==> config.mk <==
export PLATFORM = sky130hd
export DESIGN_NAME = fifo_ctrl
export DESIGN_NICKNAME = d
export VERILOG_FILES = /design/src/rtl/fifo_ctrl.sv
export SDC_FILE = /design/constraint.sdc
export NUM_CORES = 1
export LEC_CHECK = 0
export ABC_AREA = 1
export ABC_CLOCK_PERIOD_IN_PS = 2300
export CELL_PAD_IN_SITES_DETAIL_PLACEMENT = 1
export CELL_PAD_IN_SITES_GLOBAL_PLACEMENT = 1
export CORE_ASPECT_RATIO = 0.5
export CORE_UTILIZATION = 29
export CTS_BUF_LIST = sky130_fd_sc_hd__clkbuf_4 sky130_fd_sc_hd__clkbuf_8
export DETAILED_ROUTE_END_ITERATION = 8
export PLACE_DENSITY_LB_ADDON = 0.05
export SLEW_MARGIN = 20
export SYNTH_ARGS = -nofsm -noshare
export SYNTH_HDL_FRONTEND = slang
export SYNTH_SLANG_ARGS = --single-unit
==> constraint.sdc <==
create_clock -name clk -period 2.3 [get_ports clk]
set_input_delay 0.46 -clock clk [delete_from_list [all_inputs] [get_ports clk]]
set_output_delay 0.46 -clock clk [all_outputs]
set_load 0.005 [all_outputs]
==> src/rtl/fifo_ctrl.sv <==
`default_nettype none
// fifo_ctrl: pointer/flag sequencer for a dual-port FIFO memory (registered write, combinational read).
// Rev 1.0 - registered pop data, occupancy/almost flags, sticky overflow/underflow errors.
module fifo_ctrl #(
  parameter int DATA_WIDTH       = 10,
  parameter int ADDRESS_WIDTH    = 3,
  parameter int ALMOST_FULL_THR  = 6,
  parameter int ALMOST_EMPTY_THR = 2
) (
  input  logic                     clk,
  input  logic                     reset,
  input  logic                     clr_err,
  input  logic                     push,
  input  logic                     pop,
  input  logic [DATA_WIDTH-1:0]    data_in,
  input  logic [DATA_WIDTH-1:0]    mem_data_out,
  output logic                     mem_reset_n,
  output logic                     mem_wr_enable,
  output logic                     mem_rd_enable,
  output logic [ADDRESS_WIDTH-1:0] wr_ptr,
  output logic [ADDRESS_WIDTH-1:0] rd_ptr,
  output logic [DATA_WIDTH-1:0]    mem_data_in,
  output logic [DATA_WIDTH-1:0]    data_out,
  output logic                     valid,
  output logic [ADDRESS_WIDTH:0]   count,
  output logic                     full,
  output logic                     empty,
  output logic                     almost_full,
  output logic                     almost_empty,
  output logic                     overflow_err,
  output logic                     underflow_err
);

  localparam logic [ADDRESS_WIDTH:0] DEPTH   = (ADDRESS_WIDTH+1)'(2**ADDRESS_WIDTH);
  localparam logic [ADDRESS_WIDTH:0] AF_LVL  = (ADDRESS_WIDTH+1)'(ALMOST_FULL_THR);
  localparam logic [ADDRESS_WIDTH:0] AE_LVL  = (ADDRESS_WIDTH+1)'(ALMOST_EMPTY_THR);
  localparam logic [ADDRESS_WIDTH-1:0] PTR_ONE = ADDRESS_WIDTH'(1);
  localparam logic [ADDRESS_WIDTH:0]   CNT_ONE = (ADDRESS_WIDTH+1)'(1);

  typedef enum logic [1:0] {
    INIT   = 2'd0,
    ACTIVE = 2'd1,
    ERROR  = 2'd2
  } state_t;

  state_t state, state_next;

  logic active;
  logic push_ok, pop_ok;
  logic rej_push, rej_pop;

  // Requests are evaluated against the pre-edge flags; a pop frees a slot for a push on full.
  assign active   = (state != INIT);
  assign pop_ok   = active & pop & ~empty;
  assign push_ok  = active & push & (~full | pop_ok);
  assign rej_push = active & push & ~push_ok;
  assign rej_pop  = active & pop & empty;

  assign full         = (count == DEPTH);
  assign empty        = (count == '0);
  assign almost_full  = (count >= AF_LVL);
  assign almost_empty = (count <= AE_LVL);

  assign mem_reset_n   = ~reset;
  assign mem_wr_enable = push_ok;
  assign mem_rd_enable = pop_ok;
  assign mem_data_in   = data_in;

  always_comb begin
    state_next = state;
    case (state)
      INIT:    state_next = ACTIVE;
      ACTIVE:  if (rej_push | rej_pop) state_next = ERROR;
      ERROR:   if (clr_err & ~(rej_push | rej_pop)) state_next = ACTIVE;
      default: state_next = INIT;
    endcase
  end

  always_ff @(posedge clk) begin
    if (reset) begin
      state         <= INIT;
      wr_ptr        <= '0;
      rd_ptr        <= '0;
      count         <= '0;
      data_out      <= '0;
      valid         <= 1'b0;
      overflow_err  <= 1'b0;
      underflow_err <= 1'b0;
    end else begin
      state <= state_next;
      valid <= pop_ok;
      if (pop_ok) begin
        data_out <= mem_data_out;
        rd_ptr   <= rd_ptr + PTR_ONE;
      end
      if (push_ok) begin
        wr_ptr <= wr_ptr + PTR_ONE;
      end
      if (push_ok & ~pop_ok) begin
        count <= count + CNT_ONE;
      end else if (pop_ok & ~push_ok) begin
        count <= count - CNT_ONE;
      end
      // A rejection coinciding with clr_err re-arms its own flag.
      if (active) begin
        if (clr_err) begin
          overflow_err  <= rej_push;
          underflow_err <= rej_pop;
        end else begin
          if (rej_push) overflow_err  <= 1'b1;
          if (rej_pop)  underflow_err <= 1'b1;
        end
      end
    end
  end

endmodule
`default_nettype wire

==> impl_metrics.yaml <==
sta:
  tightest_slew_ns: 0.243
  clock.fmax_mhz: 460
  fin_crit_ns: 2.17
  period_share: 0.945
  finalWorstSetupSlack_ns: 0.127
  rsz0062_at_grt: "false"
  slew_headroom: 0.838
  setup_viol: 0
  finalHoldViolCount: 0
  whs_ns: 0.470
  skew_ns: 0.00172
  drv_slew: 0
critical_path:
  cp-end-kind: "primary output"
  critPathRequiredTime_ns: 1.84
  cp.arrival_ns: 1.71
  crit_type: "reg -> out"
  cp-start-kind: "flop"
  r2r_end: "count[3]"
  worst-path-max-fanout: 4
  r2r_cells: 16
  r2r-start: "count[2]"
  rrSetupSlack_ns: 0.27
finish:
  final_nets: 241
  finalInstanceArea_sq_mm: 0.00183
  area_growth_pct: 38.3
  drive_above_1_share: 0.187
  ff_latch_area_sq_um: 502
  n_antenna_cell: 0
  multi_input_area_sq_um: 626
  fin_cells: 263
  fillCellCount: 510
grt:
  grt-ovfl-total: 0
  grt_use_total: 0.147
  grt_pass1_wl_mm: 5.49
  grt_max_degree: 19
  antenna_found_initial: 0
  grt_pass1_vias: 1108
cts:
  cts_setup_buffers: 0
  cts_tree: "built"
  cts-root-buf: "clkbuf_8"
  holdBufCountCts: 0
  path_clk_slew_ns: 0.10
  cts.sinks: 25
  cts_buffers: 3
  clock_path_buffers: 2
  clkLatencyLatePin_ns: 0.28
  cts_max_level: 1
detailed_routing:
  drc: 0
  wire_per_inst_um: 12.6
  postRouteAntennaNets: 0
  vias: 1183
  route.final.wire_length_mm: 3.32
  vias_per_cell: 4.50
  drtIter0Drc: 23
  drt-pass1-iter-count: 4
synthesis:
  synth_cell_types: 26
  synth_top_area_cell: "dfxtp_1"
  syn_inst: 165
  synth_area_sq_mm: 0.00132
  netlist.area_leader.share: 0.378
  synth_area_per_cell_sq_um: 8.02
  synth.top_cells.by_area: "dfxtp_1 38%, nor2_1 7.4%, buf_4 5.7%, nand2_1 5.1%, o21ai_0 4.9%"
  synth-seq-area-share: 0.378
  synth-edff-count: 0
  syn_nets: 196
  synth_seq_cells: 25
  yosys_warnings: 0
  netlist_top_cells_count: "26 x nor2_1, 25 x dfxtp_1, 18 x nand2_1"
  yosys_most_used_dff: "dfxtp_1"
  synth-async-reset-ratio: 0
  synth_most_common_cell: "nor2_1"
job:
  drv_cap: 0
die:
  chipHeight_um: 49.8
  dieArea_sq_mm: 0.00485
  core-area_sq_mm: 0.00412
  start_util: 0.321
  num_io_pins: 65
  fp-row-count: 16
  die_x_um: 97.5
hold_path:
  hold_depth: 2
  hold_path_startpoint: "rd_ptr[2]"
  min_to: "rd_ptr[2]"
  hp-class: "reg -> reg"
place:
  placed_cell_area_sq_mm: 0.00177
  io_buffers: 44
  finalWeightedCongestion: 0.819
  dp_cells: 259
  dpl.hpwl_mm: 2.58
  dp_slack_ns: -0.176
power_and_ir_drop:
  vdd.ir_drop.worst_v: 0.000575
  p_leak_nw: 0.791
  power_density_mw_per_mm2: 1180
  fin_total_pwr_mw: 2.16
outcome:
  status: "complete, no violations"
==> what timing repair did <==
item                                    CTS  global route
pin swaps                                 0             1
resized for setup                         3             2
endpoints found under the setup margin    1             1
==> how the worst max path moves through the flow <==
stage	start	to	depth (start not counted)
floorplan	count[1]	count[3]	16
global placement	pop	count[3]	15
detailed placement	pop	count[3]	15
CTS	push	mem_wr_enable	7
global route	count[3]	mem_rd_enable	6
finish	count[3]	mem_rd_enable	6
==> where the power goes <==
group	switching, mW	total [mW]	leakage [nW]	internal [mW]
combinational	0.577	1.20	0.564	0.626
sequential	0.118	0.673	0.205	0.556
clock	0.156	0.279	0.0217	0.123
==> routing by layer <==
layer / share of wire / GRT usage
met2: 0.46 / 0.249
met5: 0 / 0
met1: 0.47 / 0.181
met3: 0.049 / 0.0426
met4: 0.018 / 0.0466
==> cell usage in the layout, fill, tap and decap left out <==
| cell | instances |
|---|---|
| buf_4 | 10 |
| xnor2_1 | 1 |
| clkbuf_8 | 3 |
| o21ai_2 | 1 |
| clkinvlp_4 | 1 |
| nor2_2 | 9 |
| dlygate4sd2_1 | 1 |
| dfxtp_1 | 24 |
| nor2_8 | 1 |
| nand2_4 | 1 |
| clkdlybuf4s50_1 | 42 |
| a21oi_1 | 8 |
| inv_2 | 2 |
| xor2_1 | 3 |
| dfxtp_2 | 1 |
| clkinv_1 | 1 |
| nor2_1 | 26 |
| nand2_1 | 18 |
| nand2_2 | 5 |
| nor2_4 | 3 |
| dlymetal6s2s_1 | 1 |
| o211ai_1 | 1 |
| inv_1 | 13 |
| o21ai_1 | 7 |
| ha_1 | 5 |
| a21oi_2 | 1 |
| o21ai_0 | 12 |
| nand3_1 | 6 |
| inv_6 | 1 |
| fa_1 | 1 |
==> per-stage QoR <==
step                TNS (ns)   util
finish                     0  0.444
detailed placement    -0.447  0.430
CTS                        0  0.443
global route               0  0.444
global placement      -0.250  0.430
floorplan                  0      -
==> flip-flops by register name (all words and copies together), names as in the netlist <==
signal	cells
count	4
data_out	10
overflow_err	1
rd_ptr	3
state	2
underflow_err	1
valid	1
wr_ptr	3
==> area by class of cell <==
| cell class | count | area share |
|---|---|---|
| clock inverter | 1 | 0.00410 |
| timing repair buffer | 54 | 0.282 |
| clock buffer | 3 | 0.0226 |
| multi-input combinational | 109 | 0.342 |
| tap | 54 | 0.0369 |
| sequential | 25 | 0.274 |
| inverter | 17 | 0.0376 |
==> logic make-up after synthesis <==
kind of cell               after synthesis  synth area share
AOI/OAI and AO/OA                       30             0.118
DFF                                     25             0.378
adders and majority gates                6            0.0624
and+or+nand+nor                         69             0.263
xor gates and xnor gates                 4            0.0265
buffers and inverters                   31             0.151
==> worst max-delay path: stages (launching register included) <==
cell,delay [ns]
dfxtp_1,0.44
buf_4,0.19
nor2_4,0.04
nand2_2,0.11
nand2_4,0.09
inv_6,0.05
clkdlybuf4s50_1,0.51
Power figures use the tool's default switching activity.
